===== src/rtl/fifo_rd_ctrl_fwft.sv =====
// Async FIFO read side: Gray pointer sync, RAM read addressing, 2-entry FWFT buffer.
// Define FIFO_RD_LEVEL_EN to add the registered RD_LEVEL occupancy output.
module fifo_rd_ctrl_fwft #(
    parameter int C_RAM_WIDTH   = 32,
    parameter int C_RAM_DEPTH   = 1024,
    parameter int C_SYNC_STAGES = 2,
    localparam int A = $clog2(C_RAM_DEPTH)
) (
    input  logic                   CLK,
    input  logic                   RST_N,
    input  logic [A:0]             WR_PTR_GRAY,
    output logic [A:0]             RD_PTR_GRAY,
    output logic [A-1:0]           RAM_ADDRB,
    input  logic [C_RAM_WIDTH-1:0] RAM_DOUTB,
    output logic [C_RAM_WIDTH-1:0] RD_DATA,
    output logic                   RD_VALID,
    input  logic                   RD_READY,
    output logic                   RD_EMPTY
`ifdef FIFO_RD_LEVEL_EN
    ,
    output logic [A+1:0]           RD_LEVEL
`endif
);

    logic [A:0]             sync_q [C_SYNC_STAGES];
    logic [A:0]             wr_bin_s;
    logic [A:0]             rd_bin;
    logic [A:0]             rd_bin_nxt;
    logic                   inflight;
    logic                   ram_avail;
    logic                   pop;
    logic                   push;
    logic                   fetch;
    logic [2:0]             occ;
    logic [C_RAM_WIDTH-1:0] buf_mem [2];
    logic                   head;
    logic                   tail;
    logic [1:0]             buf_cnt;

    function automatic logic [A:0] gray2bin(input logic [A:0] g);
        logic [A:0] b;
        b[A] = g[A];
        for (int i = A - 1; i >= 0; i--) begin
            b[i] = b[i+1] ^ g[i];
        end
        return b;
    endfunction

    function automatic logic [A:0] bin2gray(input logic [A:0] b);
        return b ^ (b >> 1);
    endfunction

    always_ff @(posedge CLK or negedge RST_N) begin
        if (!RST_N) begin
            for (int i = 0; i < C_SYNC_STAGES; i++) begin
                sync_q[i] <= '0;
            end
        end else begin
            sync_q[0] <= WR_PTR_GRAY;
            for (int i = 1; i < C_SYNC_STAGES; i++) begin
                sync_q[i] <= sync_q[i-1];
            end
        end
    end

    assign wr_bin_s   = gray2bin(sync_q[C_SYNC_STAGES-1]);
    assign ram_avail  = (wr_bin_s != rd_bin);
    assign rd_bin_nxt = rd_bin + (A+1)'(1);

    assign RD_VALID = (buf_cnt != 2'd0);
    assign RD_EMPTY = (buf_cnt == 2'd0);
    assign pop      = RD_VALID & RD_READY;
    assign push     = inflight;

    // Credit: buffered + in-flight words after this cycle's pop must leave room.
    assign occ   = {1'b0, buf_cnt} + {2'b00, inflight} - {2'b00, pop};
    assign fetch = ram_avail && (occ < 3'd2);

    always_ff @(posedge CLK or negedge RST_N) begin
        if (!RST_N) begin
            rd_bin      <= '0;
            RD_PTR_GRAY <= '0;
            inflight    <= 1'b0;
        end else begin
            inflight <= fetch;
            if (fetch) begin
                rd_bin      <= rd_bin_nxt;
                RD_PTR_GRAY <= bin2gray(rd_bin_nxt);
            end
        end
    end

    assign RAM_ADDRB = rd_bin[A-1:0];

    always_ff @(posedge CLK or negedge RST_N) begin
        if (!RST_N) begin
            buf_mem[0] <= '0;
            buf_mem[1] <= '0;
            head       <= 1'b0;
            tail       <= 1'b0;
            buf_cnt    <= 2'd0;
        end else begin
            if (push) begin
                buf_mem[tail] <= RAM_DOUTB;
                tail          <= ~tail;
            end
            if (pop) begin
                head <= ~head;
            end
            unique case ({push, pop})
                2'b10:   buf_cnt <= buf_cnt + 2'd1;
                2'b01:   buf_cnt <= buf_cnt - 2'd1;
                default: buf_cnt <= buf_cnt;
            endcase
        end
    end

    assign RD_DATA = buf_mem[head];

`ifdef FIFO_RD_LEVEL_EN
    logic [A:0]   ram_words;
    logic [A+1:0] level_nxt;

    assign ram_words = wr_bin_s - rd_bin;
    assign level_nxt = {1'b0, ram_words} + {{A{1'b0}}, buf_cnt}
                     + {{(A+1){1'b0}}, inflight};

    always_ff @(posedge CLK or negedge RST_N) begin
        if (!RST_N) begin
            RD_LEVEL <= '0;
        end else begin
            RD_LEVEL <= level_nxt;
        end
    end
`endif

endmodule

===== config.mk =====
export PLATFORM = sky130hd
export DESIGN_NAME = fifo_rd_ctrl_fwft
export DESIGN_NICKNAME = d
export VERILOG_FILES = /design/src/rtl/fifo_rd_ctrl_fwft.sv
export SDC_FILE = /design/constraint.sdc
export NUM_CORES = 1
export LEC_CHECK = 0
export ABC_CLOCK_PERIOD_IN_PS = 2700
export BUFFER_PORTS_ARGS = -buffer_cell sky130_fd_sc_hd__buf_2
export CORE_MARGIN = 1.5
export CORE_UTILIZATION = 27
export DETAILED_ROUTE_END_ITERATION = 12
export SKIP_CTS_REPAIR_TIMING = 1
export SYNTH_ARGS = -nofsm -noshare
export SYNTH_HDL_FRONTEND = slang
export SYNTH_SLANG_ARGS = --single-unit

===== constraint.sdc =====
create_clock -name CLK -period 2.7 [get_ports CLK]
set_clock_uncertainty 0.15 [all_clocks]
set_input_delay 0.405 -clock CLK [delete_from_list [all_inputs] [get_ports CLK]]
set_output_delay 0.405 -clock CLK [all_outputs]
set_load 0.02 [all_outputs]

# Word level (Yosys, flattened, before mapping)
# Index checks and enable logic that the tools add are counted.
# word_totals
input_bits,46
output_inout_bits,55
elab_cells,50
reg_bits,113
# op_classes
n_eq_ne,3
muxes,7
bitwise_logic,16
reduce_logical,5
order_cmp,4
n_addsub,5
# ops
cell,n
$mux 32,4
$bwmux 64,1
$demux 32 s1,1
$add 11x1->11 const B,1
$ne 11x11->1,1
$xor 11x10->11,1
$xor 1x1->1,10
$ge 2x2->1 const B,2
$not 1->2,2
$pmux 2 s2,1
$reduce_bool 2->1,2
$add 2x1->3,1
$lt 3x2->1 const B,1
$sub 3x1->3,1
$add 2x1->2 const B,1
$eq 2x1->1 const B,1
$eq 2x2->1 const B,1
$logic_and 1x1->1,2
$logic_not 2->1,1
$lt 2x1->1 const B,1
$not 1->1,2
$sub 2x1->2 const B,1
$and 1x1->1,1

# Longest topological paths before layout
# depth
ltp_word,12
ltp_mapped,10
depth_no_buf,9

# Worst setup path before layout
# Ideal clock, no wire load.
# synth_path
kind,register to register
startpoint,reg buf_cnt[1]
endpoint,reg RD_PTR_GRAY[2]
path_buffers,1
slack_ps,-331
required_ps,2425
synth_period_minus_slack_ps,3031
setup_ps,125
path_stages_with_launch,11
arrival_time_ps,2756
cell_sequence,dfrtp_1 or2_2 and2_1 ha_1 nand2b_1 fa_1 xnor2_1 nand2_1 nor2_4 buf_6 mux2_4
# synth_via
elab_chain_cells,5
elab_cells_between_ends,6
classes_between,add/sub (2); order compare (1); bitwise (1); reduce/logical (2)
# synth_rtl
element,line,rtl
from (decl),38,logic [1:0] buf_cnt;
from (signal assigned),111,2'b10: buf_cnt <= buf_cnt + 2'd1;
from (signal assigned),112,2'b01: buf_cnt <= buf_cnt - 2'd1;
from (signal assigned),113,default: buf_cnt <= buf_cnt;
$reduce_bool 2->1,70,assign RD_VALID = (buf_cnt != 2'd0);
via RD_VALID,16,"output logic RD_VALID,"
$and 1x1->1,72,assign pop = RD_VALID & RD_READY;
via pop,31,logic pop;
$sub 3x1->3,76,"assign occ = {1'b0, buf_cnt} + {2'b00, inflight} - {2'b00, pop};"
$lt 3x2->1,77,assign fetch = ram_avail && (occ < 3'd2);
$logic_and 1x1->1,77,
via fetch,33,logic fetch;
to (signal assigned),88,RD_PTR_GRAY <= bin2gray(rd_bin_nxt);
to (decl),12,"output logic [A:0] RD_PTR_GRAY,"
# The timed path passes the listed nets, and every way through them passes these cells.
# A chain may end at the register's enable or synchronous reset.

# Worst setup path after layout
# layout_path
startpoint,reg buf_cnt[1]
endpoint,reg RD_PTR_GRAY[1]
# layout_via
elab_chain_cells,5
elab_cells_between_ends,6
classes_between,add/sub (2); order compare (1); bitwise (1); reduce/logical (2)
# layout_rtl
element,line
$reduce_bool 2->1,70
$and 1x1->1,72
via pop,31
$sub 3x1->3,76
$lt 3x2->1,77
$logic_and 1x1->1,77
# The timed path passes the listed nets, and every way through them passes these cells.

==> metrics.md <==
| Metric | Value |
|---|---|
| Min-Delay Path Class | `in2reg` |
| DRT Wirelength | `9990 um` |
| Dpl hpwl | `7030 um` |
| Clock group share of total power | `0.163` |
| # rows | `just under 50` |
| Vias per inst | `4.31` |
| Setup-failing EPs final | `0` |
| Unique cell type count in the Yosys netlist | `32` |
| Most frequent cells in the layout | `110 x dfrtp_1, 99 x buf_2, 98 x mux2_2` |
| Num CTS Buffers | `9` |
| Relative slew slack | `0.667` |
| Reg2reg end | `RD_PTR_GRAY[1]` |
| Fin. max-slew vios | `0` |
| Maximum VDD drop | `about 0.69 mV` |
| Initial antenna violation count | `0` |
| CP Class | `reg2reg` |
| Die X-Extent | `139 um` |
| CP max FO | `13` |
| Avg Cell Area, Syn | `14.4 um^2` |
| Inst Count DP | `670` |
| Share of cells above drive strength 1 | `0.554` |
| Commonest non-fill, non-tap cell in the layout | `dfrtp_1` |
| Worst path arrival time | `2760 ps` |
| R2R depth | `10` |
| MaxCap Viol Count | `0` |
| LEAKAGE | `2.80 nW` |
| GP Congestion | `0.726` |
| Max Fclk | `374 MHz` |
| Pint | `between 5 and 6 mW` |
| Sw power | `~3.2 mW` |
| Sw Ratio | `0.372` |
| Hold path start | `RAM_DOUTB[9]` |
| CP endpoint kind | `flop` |
| Total gr overflow | `0` |
| FF+latch count, synth | `112` |
| Skew-Pair Late Insertion Delay | `350 ps` |
| Logic pwr share | `0.506` |
| Pin count of the biggest net entering global routing | `58` |
| WP data required | `2790 ps` |
| Hold_ws | `138 ps` |
| Reg2Reg Setup Slack | `30 ps` |
| Cell Area, Synth | `4960 um^2` |
| Die H | `139 um` |
| Vias in the first global route | `3256` |
| TritonCTS Sinks | `112` |
| First-pass GRT wire length | `16600 um` |
| Final period util | `0.991` |
| Flop pwr share | `0.331` |
| Vias | `around 3.0k` |
| Yosys warns | `0` |
| Port bufs | `100` |
| DRT iter0 DRCs | `83` |
| Status | `finished, final reports clean` |
| RSZ-0062 raised after global routing | `yes` |
| Tightest Pin Transition | `499 ps` |
| Min cycle time layout | `2670 ps` |
| Net Count, Synth | `394` |
| Hold depth | `2` |
| DRC viols | `0` |
| Final Non-Filler Cells | `700` |
| Fin nets | `between 500 and 600` |
| Pwr Total | `8.55 mW` |
| CTS tree | `done` |
| Antenna Cells | `0` |
| Post-route ant nets | `0` |
| IO Pins | `~100` |
| Fillers | `1825` |
| All-Layer GR Usage | `0.109` |
| Pre-CTS setup slack | `-16.5 ps` |
| Area Growth Syn to Fin | `28.6%` |
| Final hold vios | `0` |
| Launching point of the worst reg2reg path | `buf_cnt[1]` |
| Clk buf depth | `2` |
| Worst-path clk slew | `70 ps` |
| Total core area | `18000 um^2` |
| Clock Root Buffer | `clkbuf_16` |
| Starting Density | `0.275` |
| Sink of the worst hold path | `buf_mem[9]` |
| 1st-pass router iterations | `4` |
| DIE AREA | `19200 um^2` |
| Finished layout cell area | `6380 um^2` |
| PnR worst setup slack | `around 26 ps` |
| Drt wl/cell | `14.3 um` |
| Synthesized instance count | `344` |
| CTS H-tree lvls | `3` |
| Post-synthesis sequential area ratio | `0.565` |
| Area after DPL | `slightly below 6000 um^2` |
| Crit start category | `flop` |
| Power per Cell Area | `1340 nW/um^2` |
==> power by group through the flow <==
stage,combinational [mW],sequential [mW],clock (mW)
after floorplan,3.07,2.85,0
after global placement,4.20,2.81,0
after detailed placement,4.28,2.86,0
after CTS,4.30,2.83,1.46
after global routing,4.67,2.94,1.52
final,4.33,2.83,1.40
==> metrics by stage <==
stage	TNS, ps	util
global placement	0	0.327
global route	-957	0.354
floorplan	-767	-
CTS	-180	0.345
detailed placement	-90.2	0.327
finish	0	0.354
==> worst max-delay path, cell delays in order (launching register included) <==
cell and delay, ps:
dfrtp_2 400, or2_4 250, and2_4 160, ha_4 200, nand2b_4 130, fa_2 370
xnor2_2 160, nand2_2 90, nor2_4 130, buf_12 160, mux2_2 340
==> cell families (layout without fill, tap and decap cells) <==
group,Yosys count,count (layout),share of synthesized area
muxes,112,112,0.259
and+or+nand+nor,41,41,0.0474
buffers and inverters,23,150,0.0194
AOI/OAI and AO/OA,2,2,0.00378
DFF,112,112,0.565
xor gates and xnor gates,50,50,0.0943
adders and majority gates,4,4,0.0116
==> synth_stat cells <==
| cell type | instances | area (um^2) |
|---|---|---|
| nor4_4 | 1 | 21.3 |
| xnor3_1 | 1 | 22.5 |
| buf_1 | 3 | 11.3 |
| a2bb2oi_1 | 1 | 8.76 |
| a221o_1 | 1 | 10.0 |
| dfrtp_1 | 112 | 2800 |
| nor2_4 | 1 | 11.3 |
| inv_1 | 4 | 15.0 |
| and3_1 | 1 | 6.26 |
| nor2_1 | 6 | 22.5 |
| nor4_1 | 3 | 18.8 |
| or3_2 | 1 | 7.51 |
| xor3_2 | 1 | 25.0 |
| xnor2_1 | 22 | 193 |
| nor3b_1 | 2 | 15.0 |
| buf_6 | 1 | 11.3 |
| nand4_1 | 2 | 12.5 |
| ha_1 | 3 | 37.5 |
| mux2_4 | 8 | 120 |
| buf_2 | 2 | 10.0 |
| nand3_1 | 4 | 20.0 |
| fa_1 | 1 | 20.0 |
| or2_2 | 1 | 6.26 |
| xor2_1 | 26 | 228 |
| nand2b_1 | 1 | 6.26 |
| mux2_2 | 99 | 1110 |
| nand2_1 | 8 | 30.0 |
| nor3_1 | 5 | 25.0 |
| and2_1 | 4 | 25.0 |
| mux2i_1 | 5 | 50.1 |
| and3_2 | 1 | 7.51 |
| clkbuf_1 | 13 | 48.8 |
==> layout make-up <==
type	count	area, um^2	share of cell area
Inverter	4	15.0	0.00235
Timing Repair Buffer	130	808	0.127
Sequential cell	112	2810	0.440
Multi-Input combinational cell	209	2150	0.337
Tap cell	229	287	0.0449
Clock inverter	5	63.8	0.0100
Clock buffer	11	253	0.0396
==> routing by layer <==
metal  part of all wire  wire length (um)  track usage  vias to the layer above
li1                   -                 -            -                     1417
met1               0.43              4290        0.128                     1504
met2               0.49              4850        0.183                       83
met3              0.070               704       0.0439                       10
met4              0.015               150       0.0366                        0
met5                  0                 0            0                        -
==> registers in the layout, indices dropped and copies added, names as in the netlist <==
| register | flops |
|---|---|
| buf_mem | 64 |
| rd_bin | 10 |
| sync_q | 22 |
| inflight | 1 |
| RD_PTR_GRAY | 11 |
| head | 1 |
| tail | 1 |
| buf_cnt | 2 |
==> worst max path at each step <==
stage | start | slack [ps] | to | depth (start not counted)
final | buf_cnt[1] | 30 | RD_PTR_GRAY[1] | 10
after global routing | buf_cnt[1] | -70 | rd_bin[9] | 10
after CTS | sync_q[10] | -30 | RD_PTR_GRAY[6] | 8
after detailed placement | sync_q[10] | -20 | RD_PTR_GRAY[6] | 8
after global placement | buf_cnt[1] | 50 | RD_PTR_GRAY[1] | 10
after floorplan | buf_cnt[1] | -100 | RD_PTR_GRAY[2] | 10
(Power assumes the default switching activity.)
